`config.mk`:
```
export PLATFORM = sky130hd
export DESIGN_NAME = blend_rmw_sequencer_flat
export DESIGN_NICKNAME = d
export VERILOG_FILES = /design/src/rtl/blend_rmw_sequencer_if.sv /design/src/rtl/blend_rmw_sequencer.sv /design/src/flat_wrapper.sv
export SDC_FILE = /design/constraint.sdc
export NUM_CORES = 1
export LEC_CHECK = 0
export BUFFER_PORTS_ARGS = -buffer_cell sky130_fd_sc_hd__buf_2
export CAP_MARGIN = 20
export CELL_PAD_IN_SITES_DETAIL_PLACEMENT = 1
export CELL_PAD_IN_SITES_GLOBAL_PLACEMENT = 1
export CORE_UTILIZATION = 32
export CTS_CLUSTER_DIAMETER = 50
export DETAILED_ROUTE_END_ITERATION = 10
export PLACE_DENSITY_LB_ADDON = 0.1
export SYNTH_ARGS = -nofsm -noshare
export SYNTH_HDL_FRONTEND = slang
export SYNTH_SLANG_ARGS = --single-unit
```
`constraint.sdc`:
```
create_clock -name clk -period 3.4 [get_ports clk]
set_input_delay 0.17 -clock clk [delete_from_list [all_inputs] [get_ports clk]]
set_output_delay 0.17 -clock clk [all_outputs]
set_load 0.05 [all_outputs]
```
`src/rtl/blend_rmw_sequencer_if.sv`:
```
// rtl/blend_rmw_sequencer_if.sv - pixel, VRAM and blend-datapath signal bundle for the RMW sequencer
interface blend_rmw_sequencer_if #(
   parameter int ADDR_W = 19,
   parameter int CNT_W  = 16
);
   logic              pix_valid;
   logic              pix_ready;
   logic [ADDR_W-1:0] pix_addr;
   logic [7:0]        pix_r, pix_g, pix_b;
   logic              pix_stp;
   logic              noblend;
   logic [1:0]        mode;
   logic              check_mask;
   logic              force_mask;

   logic              rd_req;
   logic              rd_ack;
   logic [ADDR_W-1:0] rd_addr;
   logic              rd_valid;
   logic [15:0]       rd_data;

   logic [7:0]        bg_r, bg_g, bg_b;
   logic [7:0]        px_r, px_g, px_b;
   logic              dp_noblend;
   logic [1:0]        dp_mode;
   logic [7:0]        bl_r, bl_g, bl_b;

   logic              wr_req;
   logic              wr_ack;
   logic [ADDR_W-1:0] wr_addr;
   logic [15:0]       wr_data;

   logic              discard;
   logic [CNT_W-1:0]  wr_count;
   logic [CNT_W-1:0]  drop_count;
   logic              busy;

   modport slave (
      input  pix_valid, pix_addr, pix_r, pix_g, pix_b, pix_stp, noblend, mode,
             check_mask, force_mask, rd_ack, rd_valid, rd_data, bl_r, bl_g, bl_b, wr_ack,
      output pix_ready, rd_req, rd_addr, bg_r, bg_g, bg_b, px_r, px_g, px_b,
             dp_noblend, dp_mode, wr_req, wr_addr, wr_data, discard, wr_count,
             drop_count, busy
   );

   modport master (
      output pix_valid, pix_addr, pix_r, pix_g, pix_b, pix_stp, noblend, mode,
             check_mask, force_mask, rd_ack, rd_valid, rd_data, bl_r, bl_g, bl_b, wr_ack,
      input  pix_ready, rd_req, rd_addr, bg_r, bg_g, bg_b, px_r, px_g, px_b,
             dp_noblend, dp_mode, wr_req, wr_addr, wr_data, discard, wr_count,
             drop_count, busy
   );
endinterface

```
`src/rtl/blend_rmw_sequencer.sv`:
```
// rtl/blend_rmw_sequencer.sv - read-modify-write sequencer for blended / mask-checked VRAM pixel writes
module blend_rmw_sequencer #(
   parameter int ADDR_W = 19,
   parameter int CNT_W  = 16
) (
   input logic                 clk,
   input logic                 rst,
   blend_rmw_sequencer_if.slave bus
);
   typedef enum logic [2:0] {IDLE, RDREQ, RDWAIT, BLEND, WRITE} state_t;

   state_t            state, state_nx;
   logic [ADDR_W-1:0] l_addr;
   logic [7:0]        fg_r, fg_g, fg_b;
   logic              l_stp, l_noblend, l_check, l_force;
   logic [1:0]        l_mode;
   logic [15:0]       bg;
   logic [7:0]        res_r, res_g, res_b;
   logic              discard_q;
   logic [CNT_W-1:0]  wr_cnt, drop_cnt;
   logic              accept, need_read, mask_hit;

   assign accept    = bus.pix_valid && (state == IDLE);
   assign need_read = ~bus.noblend | bus.check_mask;
   assign mask_hit  = l_check & bus.rd_data[15];

   always_ff @(posedge clk or posedge rst) begin
      if (rst) state <= IDLE;
      else     state <= state_nx;
   end

   always_comb begin
      state_nx      = state;
      bus.pix_ready = 1'b0;
      bus.rd_req    = 1'b0;
      bus.wr_req    = 1'b0;
      case (state)
         IDLE: begin
            bus.pix_ready = 1'b1;
            if (bus.pix_valid) state_nx = need_read ? RDREQ : WRITE;
         end
         RDREQ: begin
            bus.rd_req = 1'b1;
            if (bus.rd_ack) state_nx = RDWAIT;
         end
         RDWAIT: if (bus.rd_valid) state_nx = mask_hit ? IDLE : BLEND;
         BLEND:  state_nx = WRITE;
         WRITE: begin
            bus.wr_req = 1'b1;
            if (bus.wr_ack) state_nx = IDLE;
         end
         default: state_nx = IDLE;
      endcase
   end

   always_ff @(posedge clk or posedge rst) begin
      if (rst) begin
         l_addr    <= '0;
         fg_r      <= '0;
         fg_g      <= '0;
         fg_b      <= '0;
         l_stp     <= 1'b0;
         l_noblend <= 1'b0;
         l_check   <= 1'b0;
         l_force   <= 1'b0;
         l_mode    <= '0;
         bg        <= '0;
         res_r     <= '0;
         res_g     <= '0;
         res_b     <= '0;
         discard_q <= 1'b0;
         wr_cnt    <= '0;
         drop_cnt  <= '0;
      end else begin
         discard_q <= 1'b0;
         if (accept) begin
            l_addr    <= bus.pix_addr;
            fg_r      <= bus.pix_r;
            fg_g      <= bus.pix_g;
            fg_b      <= bus.pix_b;
            l_stp     <= bus.pix_stp;
            l_noblend <= bus.noblend;
            l_check   <= bus.check_mask;
            l_force   <= bus.force_mask;
            l_mode    <= bus.mode;
         end
         // Read data only counts while a read is outstanding; stray rd_valid elsewhere is ignored.
         if (state == RDWAIT && bus.rd_valid) begin
            bg <= bus.rd_data;
            if (mask_hit) begin
               discard_q <= 1'b1;
               drop_cnt  <= drop_cnt + 1'b1;
            end
         end
         if (state == BLEND) begin
            res_r <= bus.bl_r;
            res_g <= bus.bl_g;
            res_b <= bus.bl_b;
         end
         if (state == WRITE && bus.wr_ack) wr_cnt <= wr_cnt + 1'b1;
      end
   end

   // Opaque writes (including mask-only reads) keep the foreground colour untouched by the datapath.
   logic [4:0] out_r, out_g, out_b;
   assign out_r = l_noblend ? fg_r[7:3] : res_r[7:3];
   assign out_g = l_noblend ? fg_g[7:3] : res_g[7:3];
   assign out_b = l_noblend ? fg_b[7:3] : res_b[7:3];

   logic unused_res_lsb;
   assign unused_res_lsb = ^{res_r[2:0], res_g[2:0], res_b[2:0]};

   assign bus.rd_addr    = l_addr;
   assign bus.wr_addr    = l_addr;
   assign bus.wr_data    = {l_force | l_stp, out_b, out_g, out_r};
   assign bus.bg_r       = {bg[4:0], 3'b000};
   assign bus.bg_g       = {bg[9:5], 3'b000};
   assign bus.bg_b       = {bg[14:10], 3'b000};
   assign bus.px_r       = fg_r;
   assign bus.px_g       = fg_g;
   assign bus.px_b       = fg_b;
   assign bus.dp_noblend = l_noblend;
   assign bus.dp_mode    = l_mode;
   assign bus.discard    = discard_q;
   assign bus.wr_count   = wr_cnt;
   assign bus.drop_count = drop_cnt;
   assign bus.busy       = (state != IDLE);
endmodule

```
`src/flat_wrapper.sv`:
```
// flat-port wrapper written by rule: the top's interface ports become plain ports
module blend_rmw_sequencer_flat 
#(
   parameter int ADDR_W = 19,
   parameter int CNT_W  = 16
)
  (clk, rst, bus_pix_valid, bus_pix_addr, bus_pix_r, bus_pix_g, bus_pix_b, bus_pix_stp, bus_noblend, bus_mode, bus_check_mask, bus_force_mask, bus_rd_ack, bus_rd_valid, bus_rd_data, bus_bl_r, bus_bl_g, bus_bl_b, bus_wr_ack, bus_pix_ready, bus_rd_req, bus_rd_addr, bus_bg_r, bus_bg_g, bus_bg_b, bus_px_r, bus_px_g, bus_px_b, bus_dp_noblend, bus_dp_mode, bus_wr_req, bus_wr_addr, bus_wr_data, bus_discard, bus_wr_count, bus_drop_count, bus_busy);
  blend_rmw_sequencer_if #(.ADDR_W(ADDR_W), .CNT_W(CNT_W)) bus_i ();
  input logic clk;
  input logic rst;
  input wire logic [$bits(bus_i.pix_valid)-1:0] bus_pix_valid;
  input wire logic [$bits(bus_i.pix_addr)-1:0] bus_pix_addr;
  input wire logic [$bits(bus_i.pix_r)-1:0] bus_pix_r;
  input wire logic [$bits(bus_i.pix_g)-1:0] bus_pix_g;
  input wire logic [$bits(bus_i.pix_b)-1:0] bus_pix_b;
  input wire logic [$bits(bus_i.pix_stp)-1:0] bus_pix_stp;
  input wire logic [$bits(bus_i.noblend)-1:0] bus_noblend;
  input wire logic [$bits(bus_i.mode)-1:0] bus_mode;
  input wire logic [$bits(bus_i.check_mask)-1:0] bus_check_mask;
  input wire logic [$bits(bus_i.force_mask)-1:0] bus_force_mask;
  input wire logic [$bits(bus_i.rd_ack)-1:0] bus_rd_ack;
  input wire logic [$bits(bus_i.rd_valid)-1:0] bus_rd_valid;
  input wire logic [$bits(bus_i.rd_data)-1:0] bus_rd_data;
  input wire logic [$bits(bus_i.bl_r)-1:0] bus_bl_r;
  input wire logic [$bits(bus_i.bl_g)-1:0] bus_bl_g;
  input wire logic [$bits(bus_i.bl_b)-1:0] bus_bl_b;
  input wire logic [$bits(bus_i.wr_ack)-1:0] bus_wr_ack;
  output wire logic [$bits(bus_i.pix_ready)-1:0] bus_pix_ready;
  output wire logic [$bits(bus_i.rd_req)-1:0] bus_rd_req;
  output wire logic [$bits(bus_i.rd_addr)-1:0] bus_rd_addr;
  output wire logic [$bits(bus_i.bg_r)-1:0] bus_bg_r;
  output wire logic [$bits(bus_i.bg_g)-1:0] bus_bg_g;
  output wire logic [$bits(bus_i.bg_b)-1:0] bus_bg_b;
  output wire logic [$bits(bus_i.px_r)-1:0] bus_px_r;
  output wire logic [$bits(bus_i.px_g)-1:0] bus_px_g;
  output wire logic [$bits(bus_i.px_b)-1:0] bus_px_b;
  output wire logic [$bits(bus_i.dp_noblend)-1:0] bus_dp_noblend;
  output wire logic [$bits(bus_i.dp_mode)-1:0] bus_dp_mode;
  output wire logic [$bits(bus_i.wr_req)-1:0] bus_wr_req;
  output wire logic [$bits(bus_i.wr_addr)-1:0] bus_wr_addr;
  output wire logic [$bits(bus_i.wr_data)-1:0] bus_wr_data;
  output wire logic [$bits(bus_i.discard)-1:0] bus_discard;
  output wire logic [$bits(bus_i.wr_count)-1:0] bus_wr_count;
  output wire logic [$bits(bus_i.drop_count)-1:0] bus_drop_count;
  output wire logic [$bits(bus_i.busy)-1:0] bus_busy;
  assign bus_i.pix_valid = bus_pix_valid;
  assign bus_i.pix_addr = bus_pix_addr;
  assign bus_i.pix_r = bus_pix_r;
  assign bus_i.pix_g = bus_pix_g;
  assign bus_i.pix_b = bus_pix_b;
  assign bus_i.pix_stp = bus_pix_stp;
  assign bus_i.noblend = bus_noblend;
  assign bus_i.mode = bus_mode;
  assign bus_i.check_mask = bus_check_mask;
  assign bus_i.force_mask = bus_force_mask;
  assign bus_i.rd_ack = bus_rd_ack;
  assign bus_i.rd_valid = bus_rd_valid;
  assign bus_i.rd_data = bus_rd_data;
  assign bus_i.bl_r = bus_bl_r;
  assign bus_i.bl_g = bus_bl_g;
  assign bus_i.bl_b = bus_bl_b;
  assign bus_i.wr_ack = bus_wr_ack;
  assign bus_pix_ready = bus_i.pix_ready;
  assign bus_rd_req = bus_i.rd_req;
  assign bus_rd_addr = bus_i.rd_addr;
  assign bus_bg_r = bus_i.bg_r;
  assign bus_bg_g = bus_i.bg_g;
  assign bus_bg_b = bus_i.bg_b;
  assign bus_px_r = bus_i.px_r;
  assign bus_px_g = bus_i.px_g;
  assign bus_px_b = bus_i.px_b;
  assign bus_dp_noblend = bus_i.dp_noblend;
  assign bus_dp_mode = bus_i.dp_mode;
  assign bus_wr_req = bus_i.wr_req;
  assign bus_wr_addr = bus_i.wr_addr;
  assign bus_wr_data = bus_i.wr_data;
  assign bus_discard = bus_i.discard;
  assign bus_wr_count = bus_i.wr_count;
  assign bus_drop_count = bus_i.drop_count;
  assign bus_busy = bus_i.busy;
  blend_rmw_sequencer #(.ADDR_W(ADDR_W), .CNT_W(CNT_W)) u_core (.clk(clk), .rst(rst), .bus(bus_i));
endmodule
```
==> results.cfg, run 1 <==
[clock_tree]
htree_levels = 4
cts_buffers = 17
max-clock-path-buffers = 2
clkTransAtPathRegs_ns = 0.05
worstSkewPairLatency_ns = 0.41
cts-resized-gates = 0
root_buffer = clkbuf_16
cts_tree = yes
cts.sinks = 115

[timing]
hold_viol = 54
slew_headroom = 0.394
skew_ns = 0.00627
setup-tns-final_ns = 0
grt_setup_unrepaired = false
whs_ns = -0.0271
fin_crit_sh = 0.663
slew_violations = 0
setup_viol = 0
tightest_slew_ns = 0.908
clock.fmax_mhz = 444
finalCriticalPeriod_ns = 2.25

[worst_setup_path]
r2r-start = u_core.state[0]
crit_type = flip-flop to flip-flop
worstPathRequired_ns = 3.69
critPathLaunchType = flip-flop
worstPathArrival_ns = 2.54
ff2ff_path_depth = 5
end_kind = flip-flop
crit_path_max_fanout = 37
timing.rr.end = u_core.bus.px_r[0]
reg2reg_slack_ns = 1.15

[place]
port_buffers = 218
dpl.cell_count = 764
detailed_place_hpwl_mm = 8.96
place_congestion = 0.686

[global_route]
grt_use_total = 0.174
grt_busiest_layer = met2
gr-usage-met2 = 0.305
grt_overflow_total = 0
grt_max_degree = 73
antenna_found_initial = 1
grtUsageMet1 = 0.194
grt_util_met3 = 0.0664
grt_first_pass_wirelength_mm = 21.6
grt_pass1_vias = 4265

[synth]
synth_edf_count = 0
ys_async_sr_fraction = 1.00
synth_flop_cell = dfrtp_1
yosysSeqAreaShare = 0.567
synthesis.area_um2 = 5070
yosys_warnings = 0
post_synth.cell_area_avg_um2 = 13.9
syn_inst = 366
synth_seq_cells = 115
synth_cell_types = 37

[drt]
totalWireLength_mm = 13.4
postRouteAntennaNets = 0
wl_per_cell_um = 15.3
drc_errors = 0
via_count = 3847
vias_per_cell = 4.42
dr.first_iter.drc_count = 64
first_pass_iters = 4

[power]
swShare = 0.486
seqPwrFrac = 0.263
p_clk_frac = 0.215
ir_drop_v = 0.000672
power.density_nw_per_um2 = 1160
p_switching_uw = 4280
p_int_uw = 4520
leakagePower_uw = 0.00372
comb_power_share = 0.523

[finish]
final_cell_mix = buf_2, dfrtp_1, mux2_2, dlygate4sd3_1, xnor2_1
final_common_cell = buf_2
n_fill_cell = 1655
final_cells = 871
drive_above_1_share = 0.538
nets = 745
area_growth_pct = 48.9
final_util = 0.493
diodes = 0

[status]
outcome = finished with violations
violations = negative hold slack

[run]
max-cap-violations = 0

[floorplanning]
pin_count = 237
fp.dieH_um = 128
die-area_um2 = 16400
fp.dieW_um = 128
initial_core_util = 0.331
core_region_area_um2 = 15300
rows = 45

[worst_hold_path]
hp-class = input port to async pin
## layout make-up
class	count	area, um2	area share
Clock buffer	21	470	0.0623
Clock inverter	10	155	0.0205
Inverter	6	25.0	0.00331
Multi-Input combinational cell	211	1880	0.249
Sequential cell	115	2880	0.381
Tap cell	211	264	0.0349
Timing Repair Buffer	297	1890	0.250
## routing by layer
| metal | wire length, um | vias up |
|---|---|---|
| met5 | 13 | - |
| met1 | 5250 | 1911 |
| li1 | - | 1787 |
| met4 | 170 | 2 |
| met2 | 7060 | 132 |
| met3 | 861 | 15 |
## timing repair
action                     4_1_cts  5_1_grt
buffers inserted                 0        0
hold endpoints to repair        75        1
setup endpoints to repair        0        0
hold buffers                    75        1
## power groups by stage
| stage | Sequential (uW) | Combinational [uW] | Clock, uW |
|---|---|---|---|
| final | 2310 | 4600 | 1890 |
| after global routing | 2400 | 4800 | 2000 |
| after CTS | 2320 | 4630 | 1940 |
| after detailed placement | 2330 | 4560 | 0 |
| after global placement | 2300 | 4510 | 0 |
| after floorplan | 3610 | 2490 | 0 |
## per-stage QoR
stage | cell area [um2] | total power (uW) | worst slack [ns]
finish | 7560 | 8800 | 1.15
global route | 7560 | 9210 | 1.05
CTS | 7550 | 8890 | 1.12
detailed placement | 6170 | 6890 | 1.12
global placement | 6170 | 6810 | 1.20
floorplan | 5100 | 6100 | 0.186
## registers in the layout, summed over array words and instances, names as in the netlist
name and cells:
u_core.bus.dp_noblend 1, u_core.l_check 1, u_core.state 3, u_core.bus.px_r 8, u_core.res_r 5, u_core.res_g 5
u_core.bus.drop_count 16, u_core.l_force 1, u_core.res_b 5, u_core.bus.px_g 8, u_core.bus.rd_addr 19, u_core.bg 15
u_core.bus.discard 1, u_core.bus.dp_mode 2, u_core.bus.px_b 8, u_core.bus.wr_count 16, u_core.l_stp 1
## worst max-delay path, stage by stage, from the launching register on
cell     delay, ns
dfrtp_1       0.48
or3_4         0.43
inv_2         0.06
and2_2        0.46
buf_12        0.30
mux2_2        0.38
## cell families (layout without fill, tap and decap cells)
| kind of cell | Yosys count | count (layout) | synth area share |
|---|---|---|---|
| DFF | 115 | 115 | 0.567 |
| muxes | 95 | 95 | 0.218 |
| buffers and inverters | 48 | 334 | 0.0690 |
| xor gates and xnor gates | 30 | 30 | 0.0518 |
| AOI/OAI and AO/OA | 5 | 5 | 0.00641 |
| other | 1 | 9 | 0.000739 |
| and+or+nand+nor | 70 | 70 | 0.0819 |
| adders and majority gates | 2 | 2 | 0.00493 |
## Yosys cell counts (2+ instances only)
cell	n	area [um2]
inv_1	5	18.8
nand3b_1	3	22.5
nand3_1	11	55.1
buf_12	2	40.0
mux2_2	85	957
mux2_4	10	150
dfrtp_1	115	2880
and3_1	5	31.3
xor2_1	11	96.3
nand4_1	5	31.3
nor2_1	10	37.5
nand2b_1	3	18.8
and4_1	4	35.0
buf_4	31	233
buf_6	2	22.5
xnor2_1	19	166
ha_1	2	25.0
buf_2	5	25.0
nand2_1	15	56.3
nor2b_1	2	12.5
or2_2	2	12.5
a21oi_1	2	10.0
nor3b_1	2	15.0
and2_1	2	12.5
## worst max-delay path by stage
stage,from,end,slack (ns),cells after the start
finish,u_core.state[0],u_core.bus.px_r[0],1.15,5
global route,u_core.state[0],u_core.bus.px_r[0],1.05,5
detailed placement,u_core.state[0],u_core.bus.px_r[0],1.12,5
floorplan,rst,u_core.bg[0],0.19,1
CTS,u_core.state[0],u_core.l_stp,1.12,5
global placement,u_core.state[0],u_core.bus.dp_mode[1],1.20,5
No activity file was read; power rests on OpenSTA's default activity.
==> run 2: changes to the inputs <==
- CORE_UTILIZATION: 32 -> 36
- clock period: 3.4 -> 2.2 ns (I/O delays scaled with it)
==> results.cfg, run 2 (synthesis gave the netlist of run 1 again) <==
[finish]
final_common_cell = buf_2
area_growth_pct = 51.0
final_cell_mix = buf_2, dfrtp_1, mux2_2, dlygate4sd3_1, xnor2_1
largest_reg_flops = 19
n_fill_cell = 1469
multi_input_area_um2 = 1880
nets = 755
diodes = 0
regArea_um2 = 2880
drive_above_1_share = 0.537
final_cell_area_um2 = 7660

[place]
post-place-ws_ns = 0.377
place_congestion = 0.715
port_buffers = 218
placement.cell_area_um2 = 6200
detailed_place_hpwl_mm = 8.87

[worst_setup_path]
r2r-start = u_core.state[0]
ff2ff_path_depth = 5
crit_type = flip-flop to output pin
startpoint = u_core.bus.dp_noblend
reg2reg_slack_ns = 0.37
critPathTopFamily = flip-flops
worstPathArrival_ns = 1.87
path_depth = 2
critPathBufInv = 1
cp_slowest_cell = dfrtp_1
crit_path_max_fanout = 17
timing.rr.end = u_core.bus.rd_addr[15]
cp_cell_sequence = mux2_2 -> buf_2
timing.critical_path.to = bus_wr_data[3]
end_kind = output pin
cpPeakStageDelay_ns = 0.82
worstPathRequired_ns = 2.09
critPathLaunchType = flip-flop

[timing]
fin_crit_sh = 0.901
setup-tns-final_ns = 0
whs_ns = 0.0685
grt_setup_unrepaired = false
slew_headroom = 0.499
finalCriticalPeriod_ns = 1.98
clock.fmax_mhz = 505
hold_viol = 0
setup_ws_ns = 0.218
tightest_slew_ns = 0.751
setup_viol = 0
skew_ns = 0.00666
slew_violations = 0

[global_route]
grt_max_degree = 54
grt_first_pass_wirelength_mm = 22.5
grt_pass1_vias = 4390
grt_overflow_total = 0
antenna_found_initial = 0
grt_use_total = 0.204

[clock_tree]
htree_levels = 4
root_buffer = clkbuf_16
cts_tree = yes
worstSkewPairLatency_ns = 0.41
clkTransAtPathRegs_ns = 0.05
cts-resized-gates = 0
cts_buffers = 17
max-clock-path-buffers = 2
cts.sinks = 115

[floorplanning]
initial_core_util = 0.367
pin_count = 237
die-area_um2 = 14600
fp.dieH_um = 121
core_region_area_um2 = 13800
fp.dieW_um = 121
rows = 43

[drt]
drc_errors = 0
totalWireLength_mm = 13.8
wl_per_cell_um = 16.3
postRouteAntennaNets = 0
vias_per_cell = 4.61
first_pass_iters = 4
dr.first_iter.drc_count = 107
via_count = 3925

[power]
ir_drop_v = 0.000956
leakagePower_uw = 0.00378
power.density_nw_per_um2 = 1810
fin_total_pwr_uw = 13800

[run]
max-cap-violations = 0

[worst_hold_path]
hp-class = input port to flip-flop
hold_depth = 4

[status]
outcome = finished clean
-- run 2: cell types whose count changed in the layout (fill, tap and decap cells not counted), sizes merged --
cell / delta
dlygate4sd3: +5
clkinvlp: +1
buf: +5
clkbuf: +2
clkinv: -2
inv: -1
bufinv: +1
-- run 2: worst min-delay path by stage --
stage | start | endpoint | slack (ns)
after floorplan | bus_pix_addr[0] | u_core.bus.rd_addr[0] | 0.26
after global placement | rst | u_core.bus.rd_addr[9] | 0.17
after detailed placement | rst | u_core.bus.rd_addr[9] | 0.18
after CTS | bus_rd_valid | u_core.state[1] | 0.05
after global routing | bus_wr_ack | u_core.bus.wr_count[0] | 0.08
final | bus_rd_valid | u_core.state[1] | 0.07
-- run 2: what timing repair did --
| item | in CTS | in global routing |
|---|---|---|
| endpoints found under the hold margin | 99 | 0 |
| hold buffers | 81 | 0 |
| buffers inserted | 0 | 0 |
-- run 2: worst reg2reg max path: stages, from the launching register on --
cell     delay, ns
dfrtp_1       0.39
or3_4         0.41
inv_2         0.06
and2_2        0.16
buf_12        0.29
mux2_2        0.41
-- run 2: cell type report --
| cell class | instances | area share |
|---|---|---|
| sequential | 115 | 0.375 |
| timing repair buffer | 307 | 0.261 |
| clock buffer | 23 | 0.0624 |
| multi-input combinational | 211 | 0.246 |
| inverter | 6 | 0.00343 |
| tap | 180 | 0.0294 |
| clock inverter | 9 | 0.0229 |
-- run 2: metrics by stage --
stage	std cells	utilization
floorplan	374	-
global placement	738	0.448
CTS	851	0.554
detailed placement	738	0.448
finish	851	0.554
global route	851	0.554
-- run 2: per-layer routing --
| metal | wire [um] | part of all wire | track usage |
|---|---|---|---|
| met2 | 7310 | 0.53 | 0.362 |
| met4 | 315 | 0.023 | 0.0818 |
| met1 | 5390 | 0.39 | 0.224 |
| met3 | 817 | 0.059 | 0.0679 |
| met5 | 0 | 0 | 0 |
-- run 2: power breakdown --
| part | internal, uW | switching, uW | total, uW |
|---|---|---|---|
| clock | 2100 | 967 | 3060 |
| combinational | 2130 | 5130 | 7260 |
| sequential | 2940 | 584 | 3530 |
| total | 7170 | 6680 | 13800 |
